**src/rtl/me_pkg.sv**
```systemverilog
// Shared types and constants for the motion-search sequencer.
// Holds the FSM state encoding and the SAD start value helper.
package me_pkg;

  localparam int unsigned ACC_W = 18;
  localparam int unsigned MV_W  = 5;
  localparam int unsigned RANGE = 7;

  typedef enum logic [2:0] {
    IDLE,
    ISSUE,
    WAIT_LO,
    WAIT_HI,
    EVAL,
    DONE
  } state_t;

  // Largest positive value of a w-bit signed SAD: the comparator compares signed.
  function automatic logic [63:0] sad_init(input int unsigned w);
    return (64'd1 << (w - 1)) - 64'd1;
  endfunction

endpackage

```
**src/rtl/mv_raster_counter.sv**
```systemverilog
// Raster-order candidate iterator over the square window [-RANGE, +RANGE]^2.
// Holds at (+RANGE, +RANGE) once there so the final candidate stays visible.
module mv_raster_counter #(
  parameter int unsigned RANGE = 7,
  parameter int unsigned MV_W  = 5
) (
  input  logic            clk,
  input  logic            reset,
  input  logic            clear,
  input  logic            step,
  output logic [MV_W-1:0] dx,
  output logic [MV_W-1:0] dy,
  output logic            last
);

  localparam logic [MV_W-1:0] MV_MAX = MV_W'(RANGE);
  localparam logic [MV_W-1:0] MV_MIN = ~MV_MAX + MV_W'(1);

  logic dx_end;

  assign dx_end = (dx == MV_MAX);
  assign last   = dx_end && (dy == MV_MAX);

  always_ff @(posedge clk or posedge reset) begin
    if (reset) begin
      dx <= MV_MIN;
      dy <= MV_MIN;
    end else if (clear) begin
      dx <= MV_MIN;
      dy <= MV_MIN;
    end else if (step && !last) begin
      if (dx_end) begin
        dx <= MV_MIN;
        dy <= dy + MV_W'(1);
      end else begin
        dx <= dx + MV_W'(1);
      end
    end
  end

endmodule

```
**src/rtl/me_search_ctrl.sv**
```systemverilog
// Motion-search sequencer: walks every candidate vector through one block
// comparator, using the best SAD so far as the abort threshold.
module me_search_ctrl #(
  parameter int unsigned RANGE = me_pkg::RANGE,
  parameter int unsigned ACC_W = me_pkg::ACC_W,
  parameter int unsigned MV_W  = me_pkg::MV_W
) (
  input  logic             clk,
  input  logic             reset,
  input  logic             start,
  output logic             busy,
  output logic             done,
  output logic             cmp_en,
  input  logic             cmp_rdy,
  input  logic             cmp_valid,
  input  logic [ACC_W-1:0] cmp_accum,
  output logic [ACC_W-1:0] cmp_oldaccum,
  output logic [MV_W-1:0]  cand_dx,
  output logic [MV_W-1:0]  cand_dy,
  output logic [MV_W-1:0]  best_dx,
  output logic [MV_W-1:0]  best_dy,
  output logic [ACC_W-1:0] best_sad,
  output logic             res_bank,
  output logic             best_bank
);

  import me_pkg::*;

  localparam logic [ACC_W-1:0] SAD_INIT = ACC_W'(sad_init(ACC_W));

  state_t           state;
  logic             smp_valid;
  logic [ACC_W-1:0] smp_accum;
  logic             cnt_clear;
  logic             cnt_step;
  logic             cnt_last;
  logic             accept;

  // Counter moves only on an accepted start (IDLE) or after a verdict (EVAL).
  assign cnt_clear    = (state == IDLE) && start;
  assign cnt_step     = (state == EVAL) && !cnt_last;
  assign accept       = smp_valid && (smp_accum < best_sad);
  assign cmp_oldaccum = best_sad;

  mv_raster_counter #(
    .RANGE (RANGE),
    .MV_W  (MV_W)
  ) u_raster (
    .clk   (clk),
    .reset (reset),
    .clear (cnt_clear),
    .step  (cnt_step),
    .dx    (cand_dx),
    .dy    (cand_dy),
    .last  (cnt_last)
  );

  always_ff @(posedge clk or posedge reset) begin
    if (reset) begin
      state     <= IDLE;
      busy      <= 1'b0;
      done      <= 1'b0;
      cmp_en    <= 1'b0;
      best_dx   <= '0;
      best_dy   <= '0;
      best_sad  <= SAD_INIT;
      res_bank  <= 1'b0;
      best_bank <= 1'b1;
      smp_valid <= 1'b0;
      smp_accum <= '0;
    end else begin
      done   <= 1'b0;
      cmp_en <= 1'b0;
      case (state)
        IDLE: begin
          if (start) begin
            best_sad <= SAD_INIT;
            best_dx  <= '0;
            best_dy  <= '0;
            busy     <= 1'b1;
            state    <= ISSUE;
          end
        end
        ISSUE: begin
          if (cmp_rdy) begin
            cmp_en <= 1'b1;
            state  <= WAIT_LO;
          end
        end
        WAIT_LO: begin
          if (!cmp_rdy) begin
            state <= WAIT_HI;
          end
        end
        WAIT_HI: begin
          if (cmp_rdy) begin
            smp_valid <= cmp_valid;
            smp_accum <= cmp_accum;
            state     <= EVAL;
          end
        end
        EVAL: begin
          // Strict improvement only; the swap protects the winning residual.
          if (accept) begin
            best_dx   <= cand_dx;
            best_dy   <= cand_dy;
            best_sad  <= smp_accum;
            best_bank <= res_bank;
            res_bank  <= ~res_bank;
          end
          if (cnt_last) begin
            busy  <= 1'b0;
            done  <= 1'b1;
            state <= DONE;
          end else begin
            state <= ISSUE;
          end
        end
        DONE: begin
          state <= IDLE;
        end
        default: begin
          state <= IDLE;
        end
      endcase
    end
  end

endmodule

```
**config.mk**
```make
export PLATFORM = sky130hd
export DESIGN_NAME = me_search_ctrl
export DESIGN_NICKNAME = d
export VERILOG_FILES = /design/src/rtl/me_pkg.sv /design/src/rtl/mv_raster_counter.sv /design/src/rtl/me_search_ctrl.sv
export SDC_FILE = /design/constraint.sdc
export NUM_CORES = 1
export LEC_CHECK = 0
export CAP_MARGIN = 20
export CORE_MARGIN = 2
export CORE_UTILIZATION = 45
export CTS_CLUSTER_DIAMETER = 120
export CTS_CLUSTER_SIZE = 16
export DETAILED_ROUTE_END_ITERATION = 8
export PLACE_DENSITY = 0.82
export SLEW_MARGIN = 5
export SYNTH_ARGS = -nofsm -noshare
export SYNTH_HDL_FRONTEND = slang
export SYNTH_SLANG_ARGS = --single-unit
```
**constraint.sdc**
```tcl
create_clock -name clk -period 3.8 [get_ports clk]
set_clock_uncertainty 0.2 [all_clocks]
set_input_delay 0.76 -clock clk [delete_from_list [all_inputs] [get_ports clk]]
set_output_delay 0.76 -clock clk [all_outputs]
set_load 0.02 [all_outputs]
```
==> impl_summary.md, run 1 <==
Global routing
The routing usage on met2 is 0.308. The global-route wire length before repair is 11,500 um. The number of antenna violations at the first check in global routing is 0. The number of global-route vias before repair came to 2,369. Global routing finished with a remaining overflow of 0.

For this run, global-route usage on met1 was measured as 0.260. The fraction of met3 tracks used by global routing is 0.0541. Across every metal layer, demand over resource in global routing totals 0.194. The layer carrying the most global-route usage is met2. Entering global routing, the biggest net connects 27 pins.

Power and ir drop
In this run the static leakage power is 2.00 nW. For this design the total switching power over the nets is 0.000925 W. The cell-internal power is 0.00187 W. The share of total power dissipated in sequential elements is 0.395. The fraction of power spent switching nets is 0.331.

The proportion of power drawn by combinational gates is 0.347. Summing internal, switching and leakage power gives 0.00279 W. For this design the ratio of total power to cell area is between 600 and 700 nW/um^2. The share of total power in the clock network is 0.257.

Across the VDD grid, the largest voltage drop is 0.345 mV.

Synthesis
For this run, the register share of the synthesized area comes to 0.518. The per-instance average area after synthesis is 11.3 sq um. Summed over all instances, the cell type with the most area after synthesis is sky130_fd_sc_hd__dfrtp_1. The primary flip-flop cell chosen by synthesis mapping is sky130_fd_sc_hd__dfrtp_1. In the post-synthesis netlist, the biggest area contributors are sky130_fd_sc_hd__dfrtp_1 (32%), sky130_fd_sc_hd__dfstp_2 (20%), sky130_fd_sc_hd__ha_1 (7.4%). The post-synthesis cell area is 3200 sq um. After technology mapping, the gate count stands at 282. After synthesis the netlist holds a flip-flop and latch count of 65. Of the post-synthesis cell area, the dominant cell type holds 0.321. Counting flops with a built-in enable in the synthesized netlist gives 0.

The async set-reset flop share out of synthesis is 1.00. The number of warnings printed during yosys synthesis is 0. Counting every net in the synthesized netlist gives 324. The number of unique standard cell types used by synthesis is 39.

Clock tree
The post-cts gate resize count is 0. In this run, CTS created clock tree buffers numbering 9. The longest clock path from root to sink contains 2 buffers. TritonCTS built the clock tree. Buffers inserted to repair hold after CTS numbered 0. The clock root buffer master is sky130_fd_sc_hd__clkbuf_8. The clock-pin slew on the worst setup and hold paths is around 70 ps.

CTS built an H-tree with a depth of 3. In this run the post-CTS setup repair buffer count came out at 0. The clock insertion delay at the later pin of the skew report is ~340 ps.

CTS saw 65 sinks.

Status
The flow ran to the end, and the final reports show no timing, DRC or antenna violations.

Min path
The hold path startpoint is smp_valid$_DFFE_PP0P_. The type of the tightest min-delay check is flip-flop to flip-flop.

Routing
The post-detailed-routing wire length is 6990 um. The average vias per placed instance is around 5.2. For this block, the initial DRC count from the detailed router was 79. After detailed routing, the number of remaining DRC violations is 0. In the final routed layout, each cell accounts on average for 15.4 um. The final route contains 2,337 vias. The length of the first detailed-routing pass in iterations is 4. In this run the remaining antenna-violating nets after routing total 0.

Floorplanning
The floorplan step defined a die boundary enclosing 7800 sq um. The floorplan die height is 88.3 um. The standard-cell row count is 30.

The starting utilization of the core area is 0.468. The die is 88.3 um wide. The area of the placeable core is 6830 sq um. 84 I/O pins were placed.

STA
The count of pins over their slew limit is 0. Setup repair after global routing left no endpoint under its margin. After layout, the worst setup slack is 912 ps.

The actual transition at the worst max-transition pin is 998 ps. The total count of hold-check failures in the final report came to 0. The final-report setup violation count is 0. The relative slew slack is 0.325.

The routed design could run at a clock period as short as 2890 ps. Of the available clock period, the critical path in the final layout requires 0.760. Timing would allow up to 346 MHz. The total negative setup slack is 0 ps.

Finish
At the end of the flow, the number of nets in the layout was around 390. The multi-input combinational cells in the finished layout cover a total of around 1300 sq um. The number of filler cells placed in the layout is 589.

The count of placed standard cells in the final layout, fillers left out is 453. The diode insertion count for antenna repair is 0. The top cell types in the final layout, fill and taps aside, are sky130_fd_sc_hd__clkdlybuf4s50_1 (83), sky130_fd_sc_hd__nand2_1 (41), sky130_fd_sc_hd__dfrtp_1 (41). The area occupied by registers is 1660 sq um. Leaving out fill and tap cells, the most frequent cell in the layout is sky130_fd_sc_hd__clkdlybuf4s50_1. The share of cells above drive strength 1 is 0.188. The layout overhead on the synthesized area is 32.5%.

Worst setup path
STA classifies the critical path endpoint as a flip-flop. At the worst endpoint, the arrival time is between 2000 and 3000 ps. At the worst endpoint, the required time is approximately 3900 ps. In this run the worst setup path begins at best_sad[5]$_DFFE_PP1P_. In this run the worst setup path terminates at best_dx[1]$_DFFE_PP0P_. The startpoint identified for the worst register-to-register timing path is best_sad[5]$_DFFE_PP1P_.

The logic depth of the worst register-to-register path is 8. The worst register-to-register path ends at best_dx[1]$_DFFE_PP0P_. The maximum net fanout on the critical path is 16. The critical path is of the flip-flop to flip-flop type. The worst setup slack for register-to-register paths is 910 ps.

STA classifies the critical path startpoint as a flip-flop.

Placement
The congestion estimate from routability-driven global placement came to just under 0.9. The post-DP HPWL is 5010 um. Timing analysis after detailed placement gives a worst setup slack of around 930 ps. In this run, placement finished with an instance count of 437. In this run the tool buffered the top-level ports with 83 buffer cells.

Flow run
The number of max-cap violations is 0.
## sequential cells by signal (all words and copies together) (netlist names)
signal       count
best_bank        1
best_dx          5
best_dy          5
best_sad        18
busy             1
cmp_en           1
done             1
res_bank         1
smp_accum       18
smp_valid        1
state            3
u_raster.dx      5
u_raster.dy      5
## worst min-delay path by stage
stage               depth (start not counted)                     to
global placement                            2       busy$_DFFE_PP0P_
floorplan                                   1  smp_valid$_DFFE_PP0P_
detailed placement                          2       busy$_DFFE_PP0P_
CTS                                         2       busy$_DFFE_PP0P_
global route                                1   res_bank$_DFFE_PP0P_
finish                                      1  smp_valid$_DFFE_PP0P_
## cell usage after synthesis (all sizes together) (5+ instances only)
master,instances
mux2i,13
mux2,20
nor2,9
o22a,17
buf,22
xor2,5
o21ai,5
nand2,41
clkbuf,6
ha,19
nand3,5
dfstp,24
inv,20
dfrtp,41
a21oi,7
nand4,5
## kinds of logic after synthesis
| kind of cell | count (synthesis) | synth area share |
|---|---|---|
| xor gates and xnor gates | 7 | 0.0192 |
| buffers and inverters | 48 | 0.0817 |
| adders and majority gates | 19 | 0.0743 |
| DFF | 65 | 0.518 |
| muxes | 33 | 0.112 |
| and+or+nand+nor | 72 | 0.104 |
| AOI/OAI and AO/OA | 38 | 0.0907 |
## metal layers
metal	vias up	routed length, um
li1	1101	-
met3	10	393
met5	-	0
met1	1153	3200
met2	73	3310
met4	0	86
## per-stage QoR
step	instance area, sq um	hold WS [ps]	util
floorplan	3200	271	-
global placement	3990	288	0.585
detailed placement	3990	287	0.585
CTS	4240	316	0.620
global route	4240	347	0.620
finish	4240	311	0.620
## critical path: stages, from the launching register on
cell and delay (ps):
sky130_fd_sc_hd__dfstp_2 570, sky130_fd_sc_hd__inv_1 50, sky130_fd_sc_hd__ha_1 290, sky130_fd_sc_hd__a41oi_1 120, sky130_fd_sc_hd__nor3_1 240, sky130_fd_sc_hd__o311a_1 230
sky130_fd_sc_hd__or2_1 500, sky130_fd_sc_hd__buf_4 380, sky130_fd_sc_hd__mux2i_1 230
## power groups by stage
stage / clock, W / sequential (W) / combinational [W]
6_report: 0.000719 / 0.00110 / 0.000970
2_1_floorplan: 0 / 0.00115 / 0.000599
3_3_place_gp: 0 / 0.00110 / 0.000947
4_1_cts: 0.000728 / 0.00110 / 0.000983
3_5_place_dp: 0 / 0.00111 / 0.000977
5_1_grt: 0.000767 / 0.00113 / 0.00107
## final cells by class
class / count / area share
well taps: 96 / 0.0283
multi-input cells: 169 / 0.302
flip-flops and latches: 65 / 0.391
inverters: 20 / 0.0177
clock buffers: 11 / 0.0334
repair buffers: 87 / 0.203
clock inverters: 5 / 0.0242
(Power assumes the default switching activity.)
==> run 2: changes to the inputs <==
==> constraint.sdc (replaced) <==
create_clock -name clk -period 2.76 [get_ports clk]
set_clock_uncertainty 0.2 [all_clocks]
set_input_delay 0.552 -clock clk [delete_from_list [all_inputs] [get_ports clk]]
set_output_delay 0.552 -clock clk [all_outputs]
set_load 0.02 [all_outputs]
==> run 2 against run 1 <==
  * Routed wire length fell by 1.3%
  * Global-route usage is 0.22 points higher
  * Utilization is 0.64 points higher
  * Largest power group unchanged
  * Clock-buffer cell count up 3
  * Sequential power rose by 38%
  * First-iteration DRC count increased by 47%
  * Clock power is 27% higher
==> impl_summary.md, run 2 (synthesis results as in run 1) <==
Worst setup path
The capturing element type of the critical path is a flip-flop. The worst path required time came to 2830 ps (-1020 ps). The type of the setup path with the least slack is flip-flop to flip-flop. Traced cell by cell, the critical path runs through inv_1 > ha_1 > a21oi_1 > o21ai_0 > o311a_1 > or2_4 > buf_12 > o22a_1. The logic depth of the worst register-to-register path is 8 (unchanged). The startpoint identified for the worst register-to-register timing path is best_sad[7]$_DFFE_PP1P_. The start point of the critical path is best_sad[7]$_DFFE_PP1P_.

The stage delay of the slowest cell on the critical path came to 560 ps (about the same). The cell with the largest stage delay on the worst path is sky130_fd_sc_hd__dfstp_2. The worst register-to-register path ends at best_sad[12]$_DFFE_PP1P_.

The maximum net fanout on the critical path was 20 (+4). The data arrival time of the critical path is 2670 ps (-270 ps). The worst setup slack for register-to-register paths is 150 ps (-760 ps). The kind of start point of the critical path is a flip-flop.

Min path
The worst hold path depth came to 2 (+1). The type of the tightest min-delay check is flip-flop to flip-flop. The hold path startpoint is busy$_DFFE_PP0P_.

The path with the worst hold slack has its endpoint at busy$_DFFE_PP0P_.

Clock tree
The buffer count from post-CTS setup fixing is 0 (unchanged). The maximum clock path buffer count is 2 (unchanged). The clock root buffer master is sky130_fd_sc_hd__clkbuf_8. The clock insertion delay at the later pin of the skew report is 340 ps (about the same).

The total CTS buffers was 9 (unchanged). The number of sinks on the clock net is 65 (unchanged). TritonCTS built the clock tree. The clock-pin slew on the worst setup and hold paths is 70 ps (about the same). The H-tree depth reported by CTS is 3 (unchanged).

Global routing
The fraction of met3 tracks used by global routing was 0.0429 (-0.0112). The met1 usage in global routing is 0.253 (-0.00692). The layer carrying the most global-route usage is met2. The number of global-route vias before repair is 2,381 (+0.51%). The largest net degree at the start of global routing is 40 (+48%). The number of antenna violations at the first check in global routing is 0 (unchanged).

The routing usage on met2 came to 0.319 (+0.0109). The global routing usage summed across all routing layers is 0.196 (+0.00224). The global-route wire length before repair is 11,600 um (+1.4%).

The sum of overflow across all layers after global routing is 0 (unchanged).

STA
The count of pins over their slew limit came to 0 (unchanged). The relative slew slack was 0.628 (+0.302). The worst hold slack after final layout is 294 ps (-17.2 ps). Setup repair after global routing left no endpoint under its margin. The time the final worst path needs with I/O delays and setup came to 2610 ps (-282 ps). The final worst-path cycle share came to 0.944 (+0.184). The actual transition at the worst max-transition pin was 553 ps (-445 ps). The highest attainable clock frequency is 384 MHz (+11%). The total negative setup slack is 0 ps (unchanged). The total count of hold-check failures in the final report is 0 (unchanged). The final-report setup violation count is 0 (unchanged).

Floorplanning
The standard-cell row count was 30 (unchanged). The area of the placeable core came to 6830 sq um (unchanged). The horizontal die dimension was 88.3 um (unchanged).

The floorplan die height is 88.3 um (unchanged). The starting utilization of the core area is 0.468 (unchanged). The die outline area is 7800 sq um (unchanged). The boundary pin count came to 84 (unchanged).

Power and ir drop
The worst IR drop on VDD is 0.394 mV (+14%). The leakage dissipation came to 2.03 nW (+1.4%). The power per unit of standard cell area is 887 nW/um^2 (+35%).

Placement
The quantity of I/O buffers inserted on ports is 83 (unchanged). The final estimated routing congestion in global placement was 0.831 (-4.1%). The post-DP HPWL is 4950 um (-1.2%). The cell total after placement is 442 (+1.1%).

Finish
The share of cells above drive strength 1 is 0.196 (+0.00846). The diode insertion count for antenna repair was 0 (unchanged). The area growth from synthesis to layout is 33.8%.

The top cell types in the final layout, fill and taps aside, are sky130_fd_sc_hd__clkdlybuf4s50_1 (83), sky130_fd_sc_hd__nand2_1 (41), sky130_fd_sc_hd__dfrtp_1 (41). The total number of nets in the final design is 399 (+1.3%). The largest registers in the layout are best_sad: 18 flops, smp_accum: 18 flops. The most common cell after layout, fill and taps aside is sky130_fd_sc_hd__clkdlybuf4s50_1. The number of filler cells placed in the layout is 570 (-3.2%).

The count of placed standard cells in the final layout, fillers left out is 458 (+1.1%).

Routing
The average routed wire per standard cell came to 15.1 um (-2.4%). The number of vias after detailed routing is 2,320 (-0.73%). The number of routed nets with antenna violations was 0 (unchanged). The initial detailed-routing violation count is 116 (+47%). The number of DRC violations after detailed routing is 0 (unchanged). The length of the first detailed-routing pass in iterations is 4 (unchanged). The post-detailed-routing wire length is 6900 um (-1.3%).

The average vias per placed instance is 5.07 (-1.8%).

Status
The run finished with clean final reports.

Flow run
The number of max-cap violations was 0 (unchanged).
-- run 2: stage by stage --
stage	setup WS [ps]	total power, W	cell area [sq um]	util
2_1_floorplan	157	0.00241	3200	-
3_3_place_gp	178	0.00285	4060	0.594
3_5_place_dp	123	0.00291	4060	0.594
4_1_cts	37.5	0.00384	4280	0.626
5_1_grt	6.23	0.00405	4280	0.627
6_report	154	0.00380	4280	0.627
-- run 2: power breakdown --
group          switching (W)  total, W  leakage, nW  internal (W)
combinational       0.000654   0.00136         1.15      0.000710
clock               0.000355  0.000914        0.111      0.000560
sequential          0.000255   0.00152        0.775       0.00126
total                0.00126   0.00380         2.03       0.00253
-- run 2: worst max-delay path: cells and delay by family, from the launching register on --
kind / cells / cell delay, ps
buffers and inverters: 2 / 220
AND/OR/NAND/NOR: 1 / 310
AO/OA/AOI/OAI: 4 / 930
adder cells (fa/ha/maj): 1 / 300
flip-flops: 1 / 560
-- run 2: routing by layer --
metal | wire [um] | vias to the layer above
li1 | - | 1107
met1 | 3060 | 1125
met2 | 3330 | 76
met3 | 367 | 12
met4 | 134 | 0
met5 | 0 | -
-- run 2: cell type report --
type,count,area [sq um],area share
inverters,20,75.1,0.0175
clock buffers,14,163,0.0380
well taps,96,120,0.0281
multi-input cells,169,1280,0.300
flip-flops and latches,65,1660,0.387
repair buffers,92,923,0.216
clock inverters,2,60.1,0.0140
-- run 2: repair_timing --
action | in CTS | in global routing
gates resized for setup | 0 | 1
setup endpoints to repair | 0 | 26
hold buffers | 0 | 0
-- run 2: how the worst max path moves through the flow --
stage / end / slack [ps]
final: best_sad[12]$_DFFE_PP1P_ / 150
after global routing: best_sad[1]$_DFFE_PP1P_ / 6
after CTS: best_sad[12]$_DFFE_PP1P_ / 40
after detailed placement: best_sad[7]$_DFFE_PP1P_ / 120
after global placement: best_sad[3]$_DFFE_PP1P_ / 180
after floorplan: best_bank$_DFFE_PP1P_ / 160
==> run 3: changes to the inputs <==
--- a/config.mk
+++ b/config.mk
@@ -6,13 +6,15 @@
 export NUM_CORES = 1
 export LEC_CHECK = 0
 export CAP_MARGIN = 20
+export CELL_PAD_IN_SITES_DETAIL_PLACEMENT = 2
+export CELL_PAD_IN_SITES_GLOBAL_PLACEMENT = 2
 export CORE_MARGIN = 2
-export CORE_UTILIZATION = 45
+export CORE_UTILIZATION = 40
 export CTS_CLUSTER_DIAMETER = 120
 export CTS_CLUSTER_SIZE = 16
 export DETAILED_ROUTE_END_ITERATION = 8
-export PLACE_DENSITY = 0.82
-export SLEW_MARGIN = 5
+export DONT_BUFFER_PORTS = 1
+export PLACE_DENSITY = 0.86
 export SYNTH_ARGS = -nofsm -noshare
 export SYNTH_HDL_FRONTEND = slang
 export SYNTH_SLANG_ARGS = --single-unit
==> run 3 against run 2 <==
  * Register-to-register slack got worse by 60 ps
  * Power shrank 1.9%
  * Sequential power barely moved
==> impl_summary.md, run 3 (synthesis results as in run 1) <==
STA
The time the final worst path needs with I/O delays and setup came to 2670 ps (+63.4 ps). The total negative setup slack is 0 ps (unchanged). The count of pins over their slew limit was 0 (unchanged). The total count of hold-check failures in the final report is 0 (unchanged). Setup repair after global routing left no endpoint under its margin.

The final-report setup violation count is 0 (unchanged). The highest attainable clock frequency came to 375 MHz (-2.4%). The actual transition at the worst max-transition pin is 485 ps (-68.2 ps). The final worst-path cycle share was 0.967 (+0.0230). The relative slew slack is 0.677 (+0.0489).

Worst setup path
The data arrival time of the critical path is 2740 ps (+70 ps). By startpoint and endpoint, the worst setup path is classified as flip-flop to flip-flop. The kind of start point of the critical path is a flip-flop. The maximum net fanout on the critical path is 10 (-50%). The capturing element type of the critical path is a flip-flop. The worst path required time is 2830 ps (about the same).

Global routing
The largest net degree at the start of global routing was 29 (-28%). The global routing usage summed across all routing layers is 0.203 (+0.00722). The sum of overflow across all layers after global routing is 0 (unchanged).

The number of antenna violations at the first check in global routing is 0 (unchanged). The global-route wire length before repair was 13,500 um (+16%). The number of global-route vias before repair came to 2,514 (+5.6%).

Clock tree
TritonCTS built the clock tree. The number of sinks on the clock net is 65 (unchanged). The maximum clock path buffer count is 2 (unchanged). The buffer count from post-CTS setup fixing is 0 (unchanged).

The H-tree depth reported by CTS is 3 (unchanged). The clock insertion delay at the later pin of the skew report is 340 ps (about the same). The cell sitting at the root of the clock tree is a sky130_fd_sc_hd__clkbuf_8.

The total CTS buffers is 9 (unchanged). The clock-pin slew on the worst setup and hold paths is 70 ps (about the same).

Finish
The post-route cell area is 3620 sq um (-15%). The number of filler cells placed in the layout is 816 (+43%). Compared with the post-synthesis result, the final layout area differs by 13.3%. In the final layout, the registers with the most flip-flops are best_sad: 18 flops, smp_accum: 18 flops. The total number of nets in the final design is 338 (-15%).

The diode insertion count for antenna repair is 0 (unchanged). The area occupied by registers is 1660 sq um (unchanged). The share of cells above drive strength 1 is 0.312 (+0.116).

The area occupied by multi-input gates was 1280 sq um (about the same). The library cells used most frequently in the layout, excluding fill and tap cells, are sky130_fd_sc_hd__nand2_1 (41), sky130_fd_sc_hd__dfrtp_1 (41), sky130_fd_sc_hd__buf_4 (30).

Routing
The number of DRC violations after detailed routing was 0 (unchanged). The post-detailed-routing wire length is 8250 um (+20%). The number of vias after detailed routing was 2,150 (-7.3%). The initial detailed-routing violation count came to 61 (-47%). The average routed wire per standard cell was 20.5 um (+36%).

The average vias per placed instance is 5.33 (+5.3%). The number of routed nets with antenna violations is 0 (unchanged). The length of the first detailed-routing pass in iterations came to 4 (unchanged).

Floorplanning
The horizontal die dimension is 93.4 um (+5.8%). The standard-cell row count is 32 (+6.7%). The die outline area is 8730 sq um (+12%). The starting utilization of the core area is 0.414 (-0.0543). The floorplan die height is 93.4 um (+5.8%). The boundary pin count was 84 (unchanged).

The area of the placeable core is 7730 sq um (+13%).

Status
The run finished with clean final reports.

Power and ir drop
The leakage dissipation is 1.79 nW (-12%). The power per unit of standard cell area is 1030 nW/um^2 (+16%). The worst IR drop on VDD is 0.367 mV (-6.9%).

Placement
The quantity of I/O buffers inserted on ports is 0 (-100%). The post-DP HPWL is 6060 um (+23%). The placed instance area is 3370 sq um (-17%). The final estimated routing congestion in global placement was 0.817 (-1.7%).

Flow run
The number of max-cap violations was 0 (unchanged).

Min path
The min-delay analysis places its worst path in the category input pin to flip-flop.
## run 3: what timing repair did
item | 4_1_cts | 5_1_grt
hold endpoints to repair | 16 | 0
hold buffers | 1 | 0
setup endpoints to repair | 0 | 1
gates resized for setup | 0 | 1
## run 3: worst paths after layout
check	end	slack [ps]	startpoint	depth (start not counted)
worst min-delay path	state[0]$_DFFE_PP0P_	110	cmp_rdy	1
max in group asynchronous	best_sad[15]$_DFFE_PP1P_	1080	reset	3
min in group asynchronous	state[0]$_DFFE_PP0P_	490	reset	2
worst min register to register	best_sad[14]$_DFFE_PP1P_	320	smp_accum[14]$_DFFE_PP0P_	1
worst max register to register	best_bank$_DFFE_PP1P_	90	best_sad[3]$_DFFE_PP1P_	9
worst max-delay path	best_bank$_DFFE_PP1P_	90	best_sad[3]$_DFFE_PP1P_	9
## run 3: layer usage
layer / vias up / global-route usage / routed length (um)
li1: 984 / - / -
met1: 1104 / 0.238 / 3220
met2: 57 / 0.366 / 4510
met3: 5 / 0.0564 / 481
met4: 0 / 0.0515 / 38
met5: - / 0 / 0
## run 3: power by group
part	internal (W)	switching, W	total [W]
Combinational	0.000512	0.000674	0.00119
Sequential	0.00126	0.000284	0.00155
Clock	0.000624	0.000369	0.000993
Total	0.00240	0.00133	0.00373
## run 3: layout make-up
type	count	share of cell area
well taps	102	0.0352
repair buffers	31	0.0649
flip-flops and latches	65	0.457
clock inverters	5	0.0283
inverters	20	0.0207
clock buffers	11	0.0390
multi-input cells	169	0.355
## run 3: metrics by stage
stage | setup WS (ps) | hold WS (ps) | std cells | utilization | power, W
floorplan | 157 | 271 | 282 | - | 0.00241
global placement | 243 | 279 | 386 | 0.436 | 0.00263
detailed placement | 134 | 287 | 386 | 0.436 | 0.00275
CTS | 106 | 90.1 | 403 | 0.468 | 0.00377
global route | 32.7 | 118 | 403 | 0.469 | 0.00396
finish | 91.0 | 108 | 403 | 0.469 | 0.00373
## run 3: critical path, cell delays in order (launching register included)
cell and delay [ps]:
sky130_fd_sc_hd__dfstp_2 530, sky130_fd_sc_hd__inv_1 50, sky130_fd_sc_hd__ha_1 310, sky130_fd_sc_hd__a21o_1 180
sky130_fd_sc_hd__a21oi_2 160, sky130_fd_sc_hd__nor3b_1 70, sky130_fd_sc_hd__o311a_1 320, sky130_fd_sc_hd__or2_1 270
sky130_fd_sc_hd__buf_4 190, sky130_fd_sc_hd__mux2_4 310
